[src/rtl/node_rx_module.sv]
`default_nettype none
// ============================================================================
// Module      : node_rx_module
// Description : Receive-side node controller. Accepts one packet per IF
//               request, buffers its payload words, checks header
//               consistency and streams payloads to the local PE over a
//               valid/ready port.
// Revision    : 1.0 - initial release
// ============================================================================
module node_rx_module #(
  parameter int unsigned MAX_WORDS = 8,
  parameter int unsigned TIMEOUT   = 255
) (
  input  logic        N_clk,
  input  logic        N_rst,
  input  logic [7:0]  Node_local_id,
  input  logic        If_req_rx,
  output logic        If_ack_rx,
  input  logic [63:0] If_data_input,
  input  logic        If_data_input_valid,
  output logic        Pe_o_valid,
  input  logic        Pe_i_ready,
  output logic [31:0] Pe_o_data,
  output logic [7:0]  Pe_o_src,
  output logic [5:0]  Pe_o_id,
  output logic        Pe_o_last,
  output logic        Err_hdr,
  output logic        Err_ovf,
  output logic        Err_timeout,
  output logic [15:0] Pkt_count
);

  localparam int unsigned AW          = (MAX_WORDS > 1) ? $clog2(MAX_WORDS) : 1;
  localparam logic [6:0]  C_MAX_WORDS = 7'(MAX_WORDS);
  localparam logic [15:0] C_TIMEOUT   = 16'(TIMEOUT);

  typedef enum logic [1:0] {
    R_IDLE  = 2'd0,
    R_ACK   = 2'd1,
    R_RECV  = 2'd2,
    R_DRAIN = 2'd3
  } state_t;

  state_t        state_q, state_d;
  logic [6:0]    wr_cnt_q, wr_cnt_d;
  logic [15:0]   timer_q, timer_d;
  logic [7:0]    src_q, src_d;
  logic [5:0]    id_q, id_d;
  logic [5:0]    len_q, len_d;
  logic [AW-1:0] rd_ptr_q, rd_ptr_d;
  logic          err_hdr_q, err_hdr_d;
  logic          err_ovf_q, err_ovf_d;
  logic          err_timeout_q, err_timeout_d;
  logic [15:0]   pkt_count_q, pkt_count_d;

  logic [31:0]   pld_mem [MAX_WORDS];
  logic          wr_en;
  logic [AW-1:0] wr_addr;

  // Incoming word fields
  logic [7:0]  in_src, in_dst;
  logic [5:0]  in_len, in_id;
  logic [31:0] in_pld;
  logic        unused_rsvd;
  assign in_src      = If_data_input[63:56];
  assign in_dst      = If_data_input[55:48];
  assign in_len      = If_data_input[47:42];
  assign in_id       = If_data_input[41:36];
  assign in_pld      = If_data_input[31:0];
  assign unused_rsvd = ^If_data_input[35:32];

  // The first word defines the header; later words are compared against it
  logic       first_word;
  logic [5:0] len_eff;
  logic [6:0] drain_len;
  assign first_word = (wr_cnt_q == 7'd0);
  assign len_eff    = first_word ? in_len : len_q;
  // Oversized packets are truncated to the buffer depth on the PE side
  assign drain_len  = ({1'b0, len_q} > C_MAX_WORDS) ? C_MAX_WORDS : {1'b0, len_q};

  // Outputs decoded from registered state; data gated so idle output is 0
  assign If_ack_rx   = (state_q == R_ACK);
  assign Pe_o_valid  = (state_q == R_DRAIN);
  assign Pe_o_data   = Pe_o_valid ? pld_mem[rd_ptr_q] : 32'd0;
  assign Pe_o_src    = src_q;
  assign Pe_o_id     = id_q;
  assign Pe_o_last   = Pe_o_valid && ({{(7-AW){1'b0}}, rd_ptr_q} == (drain_len - 7'd1));
  assign Err_hdr     = err_hdr_q;
  assign Err_ovf     = err_ovf_q;
  assign Err_timeout = err_timeout_q;
  assign Pkt_count   = pkt_count_q;

  // Next-state, capture and error-pulse logic
  always_comb begin
    state_d       = state_q;
    wr_cnt_d      = wr_cnt_q;
    timer_d       = timer_q;
    src_d         = src_q;
    id_d          = id_q;
    len_d         = len_q;
    rd_ptr_d      = rd_ptr_q;
    err_hdr_d     = 1'b0;
    err_ovf_d     = 1'b0;
    err_timeout_d = 1'b0;
    pkt_count_d   = pkt_count_q;
    wr_en         = 1'b0;
    wr_addr       = wr_cnt_q[AW-1:0];
    unique case (state_q)
      R_IDLE: begin
        if (If_req_rx) state_d = R_ACK;
      end
      R_ACK: begin
        state_d  = R_RECV;
        wr_cnt_d = 7'd0;
        timer_d  = 16'd0;
      end
      R_RECV: begin
        if (If_data_input_valid) begin
          timer_d = 16'd0;
          if (first_word) begin
            src_d = in_src;
            id_d  = in_id;
            len_d = in_len;
          end
          if (first_word && (in_len == 6'd0)) begin
            // Zero-length header: nothing to deliver
            err_hdr_d = 1'b1;
            state_d   = R_IDLE;
          end else begin
            // Mismatching words are still stored and counted
            err_hdr_d = (in_dst != Node_local_id) ||
                        (!first_word && ((in_src != src_q) || (in_id != id_q) ||
                                         (in_len != len_q)));
            err_ovf_d = first_word && ({1'b0, in_len} > C_MAX_WORDS);
            wr_en     = (wr_cnt_q < C_MAX_WORDS);
            wr_cnt_d  = wr_cnt_q + 7'd1;
            if ((wr_cnt_q + 7'd1) == {1'b0, len_eff}) begin
              state_d  = R_DRAIN;
              rd_ptr_d = '0;
            end
          end
        end else begin
          timer_d = timer_q + 16'd1;
          if (timer_d == C_TIMEOUT) begin
            err_timeout_d = 1'b1;
            state_d       = R_IDLE;
          end
        end
      end
      R_DRAIN: begin
        if (Pe_i_ready) begin
          if (Pe_o_last) begin
            state_d     = R_IDLE;
            pkt_count_d = pkt_count_q + 16'd1;
          end else begin
            rd_ptr_d = rd_ptr_q + 1'b1;
          end
        end
      end
    endcase
  end

  // Control and header registers with asynchronous active-low reset
  always_ff @(posedge N_clk or negedge N_rst) begin
    if (!N_rst) begin
      state_q       <= R_IDLE;
      wr_cnt_q      <= 7'd0;
      timer_q       <= 16'd0;
      src_q         <= 8'd0;
      id_q          <= 6'd0;
      len_q         <= 6'd0;
      rd_ptr_q      <= '0;
      err_hdr_q     <= 1'b0;
      err_ovf_q     <= 1'b0;
      err_timeout_q <= 1'b0;
      pkt_count_q   <= 16'd0;
    end else begin
      state_q       <= state_d;
      wr_cnt_q      <= wr_cnt_d;
      timer_q       <= timer_d;
      src_q         <= src_d;
      id_q          <= id_d;
      len_q         <= len_d;
      rd_ptr_q      <= rd_ptr_d;
      err_hdr_q     <= err_hdr_d;
      err_ovf_q     <= err_ovf_d;
      err_timeout_q <= err_timeout_d;
      pkt_count_q   <= pkt_count_d;
    end
  end

  // Payload buffer; contents need no reset
  always_ff @(posedge N_clk) begin
    if (wr_en) pld_mem[wr_addr] <= in_pld;
  end

endmodule
`default_nettype wire

[config.mk]
export PLATFORM = sky130hd
export DESIGN_NAME = node_rx_module
export DESIGN_NICKNAME = d
export VERILOG_FILES = /design/src/rtl/node_rx_module.sv
export SDC_FILE = /design/constraint.sdc
export NUM_CORES = 1
export LEC_CHECK = 0
export ABC_AREA = 1
export CAP_MARGIN = 20
export CORE_ASPECT_RATIO = 0.75
export CORE_MARGIN = 1
export CORE_UTILIZATION = 61
export CTS_CLUSTER_DIAMETER = 60
export DETAILED_ROUTE_END_ITERATION = 10
export PLACE_DENSITY = 0.85
export SETUP_SLACK_MARGIN = 0.02
export SKIP_LAST_GASP = 1
export SLEW_MARGIN = 20
export SYNTH_ARGS = -nofsm -noshare
export SYNTH_HDL_FRONTEND = slang
export SYNTH_SLANG_ARGS = --single-unit
[constraint.sdc]
create_clock -name N_clk -period 10.73 [get_ports N_clk]
set_input_delay 2.146 -clock N_clk [delete_from_list [all_inputs] [get_ports N_clk]]
set_output_delay 2.146 -clock N_clk [all_outputs]
set_load 0.02 [all_outputs]
==> metrics.txt <==
Hold Fails Final Rpt=0; DRT Wirelength=between 30 and 40 mm; Final #Nets=between 1500 and 2000; via count=~10000; status=finished clean; Final WS setup=about 4.7 ns; buffers and inverters on the worst path=3; chip height=roughly 130 µm; ant diodes=0; final setup vio count=0; Final period util=0.5607; Syn Nets=~1400; VDD IR max=between 150 and 200 µV; Worst Tran Pin Value=about 0.93 ns; setup TNS=0 ns; post-layout util=0.7547; max-slew violation count=0; cts repair resizes=0; min Tclk post-route=6.016 ns; worst-path maximum fanout=72; sequential area share after synthesis=0.6610; most frequent CP cell=o21ai_0; grt ovf=0; port bufs=140; WP data required=8.58 ns; postcts setup bufs=0; Worst-path clk slew=around 0.070 ns; GRT Total Usage=0.2684; Synth Area per Inst=approximately 11 µm²; vias in the first global route=approximately 10000; Antenna Violating Nets Remaining=0; Cells after Synth=around 1300; global-route wire length before repair=approximately 50 mm; Synth area leaders=edfxtp_1 54%, dfrtp_1 12%, nor2_1 6.2%; die width=178.0 µm; layout cells sized above 1=0.06644; relative slew slack=0.3812; # H-tree levels=1; P_leak=slightly above 6 nW; worst-path cell chain=clkinv_2 -> buf_4 -> o21ai_0 -> o22ai_1 -> o21ai_0 -> a31oi_1 -> clkdlybuf4s50_1; global placement routability congestion=0.8871; Crit path max-delay family=buffers and inverters; Fmax=approximately 0.17 GHz; Pwr Density=between 200 and 250 nW/µm²; drt first pass iters=5; Startpoint Class=flip-flop; DP Wirelength=between 15 and 20 mm; CP Class=reg2out; Total Power=~3.6 mW; Synth area leader=edfxtp_1; synthesis-to-finish area growth=19.37%; number of synthesized register bits=around 320; CP max stage delay=0.67 ns; core area=between 20000 and 25000 µm²; RSZ-0062 raised after global routing=false; area share of the largest cell type after synthesis=0.5427; dpl ws=roughly 5.3 ns; vias per cell=about 6; Clock Skew=between 0.009 and 0.01 ns; worst hold slack=a little over 0.5 ns; crit path DAT=between 3 and 4 ns; Hold Crit Class=reg2reg; Crit. End Element=output pin; cell row count=47; cell area after synthesis=between 10000 and 15000 µm²; cts hold-fix bufs=0; Clock Latency Late Sink=roughly 0.56 ns; initial antenna violation count=1; drt drc=0; synth unique cells=35; worst-case clock buffer depth=3; die area=around 24000 µm²; initial detailed-routing violation count=1060; CTS Buf Count=30; Routed WL per cell=~18 µm; Starting Density=0.6323; # IOs=around 150; pin count of the biggest net entering global routing=between 90 and 100; maxcap violations=0; CTS tree=yes; Yosys warning count=0; CTS Root Cell=clkbuf_16; Slowest-stage cell, CP=dfrtp_4; CTS sink cnt=approximately 320
worst reg2reg max path, cell delays in order, from the launching register on:
cell,delay (ns)
dfrtp_1,0.51
inv_1,0.20
ha_1,0.25
inv_1,0.15
nor2_8,0.07
nand4_1,0.15
nor2_1,0.13
nor2_2,0.22
nand3_1,0.19
inv_1,0.11
nand2_1,0.15
nor3_2,0.13
buf_4,0.51
metal layers:
| layer | part of all wire | vias up | global-route usage |
|---|---|---|---|
| met1 | 0.42 | 4912 | 0.3746 |
| met4 | 0.026 | 2 | 0.09212 |
| met3 | 0.083 | 74 | 0.04308 |
| met5 | 0.00031 | - | 0 |
| met2 | 0.48 | 487 | 0.4326 |
| li1 | - | 4844 | - |
sequential cells by signal, indices dropped and copies added, names as in the netlist, 2 cells and up:
| name | flops |
|---|---|
| pld_mem | 256 |
| Pkt_count | 16 |
| timer_q | 16 |
| Pe_o_src | 8 |
| wr_cnt_q | 7 |
| Pe_o_id | 6 |
| len_q | 6 |
| rd_ptr_q | 3 |
| state_q | 2 |
metrics by stage:
stage          cell area, µm²  cells
6_report                16910   1754
5_1_grt                 16910   1754
4_1_cts                 16880   1753
3_5_place_dp            15810   1698
3_3_place_gp            15810   1698
2_1_floorplan           14170   1313
area by class of cell:
| type | count | area (µm²) |
|---|---|---|
| Multi-Input combinational cell | 849 | 4273 |
| Clock buffer | 35 | 790.8 |
| Sequential cell | 323 | 9369 |
| Fill cell | 1406 | 5495 |
| Inverter | 78 | 295.3 |
| Tap cell | 294 | 367.9 |
| Timing Repair Buffer | 155 | 1529 |
| Clock inverter | 20 | 285.3 |
synth_stat cells:
cell type and count:
edfxtp_1 256, nor2_1 234, nand2_1 179, o21ai_0 172, inv_1 71, dfrtp_1 67
o22ai_1 48, clkbuf_1 47, nand3_1 39, xor2_1 33, a31oi_1 32, o21ai_1 21
nand4_1 20, xnor2_1 17, nor3_1 15, ha_1 11, buf_2 7, inv_2 5
nor2_2 5, a21oi_1 4, buf_1 4, buf_6 4, nor4_1 4, nor2_8 3
clkinv_1 2, nand2_2 2, nand3b_1 2, or2_2 2, a21oi_2 1, buf_4 1
nand2_4 1, nand3_2 1, nand3_4 1, nor2_4 1, o31ai_1 1
report_power, final:
group	internal (mW)	switching [mW]
logic	0.332	0.613
clock network	0.696	0.460
registers	1.43	0.0789
total	2.46	1.15
cell usage in the layout, fill, tap and decap left out, types with 2 or more instances in the layout:
cell             instances
a31oi_1                 32
o21ai_1                 21
inv_1                   70
nor2_1                 233
clkinv_2                 5
nor3_2                   7
nor4_1                   4
ha_1                    11
bufinv_16                7
or2_2                    2
clkbuf_16               31
buf_4                   14
clkdlybuf4s50_1        139
o21ai_0                172
nor3_1                   8
nor2_2                   5
nor2_8                   3
clkinv_1                 5
nand4_1                 20
nand3_1                 39
nand2_2                  2
o22ai_1                 48
nand2_1                179
dfrtp_1                 65
xnor2_1                 17
nand3b_1                 2
a21oi_1                  4
xor2_1                  33
clkbuf_1                 4
inv_2                    6
nor2_4                   2
edfxtp_1               256
path summary, 6_finish.rpt:
check | from | endpoint | slack (ns) | cells past startpoint
hold / removal | Pe_o_id[5] | Pe_o_id[5] | 0.52 | 2
setup reg to reg | wr_cnt_q[1] | pld_mem[0][7] | 7.59 | 12
max in group asynchronous | N_rst | rd_ptr_q[0] | 8.29 | 2
hold reg to reg | Pe_o_id[5] | Pe_o_id[5] | 0.52 | 2
setup / recovery | rd_ptr_q[0] | Pe_o_data[0] | 4.71 | 7
min in group asynchronous | N_rst | Pe_o_id[5] | 1.78 | 2
cells by family after synthesis:
| logic type | share of synthesized area |
|---|---|
| flip-flops | 0.6610 |
| AO/OA/AOI/OAI | 0.1061 |
| buffers and inverters | 0.04036 |
| AND/OR/NAND/NOR | 0.1519 |
| adder cells (fa/ha/maj) | 0.009715 |
| XOR/XNOR | 0.03091 |
Power figures use the tool's default switching activity.
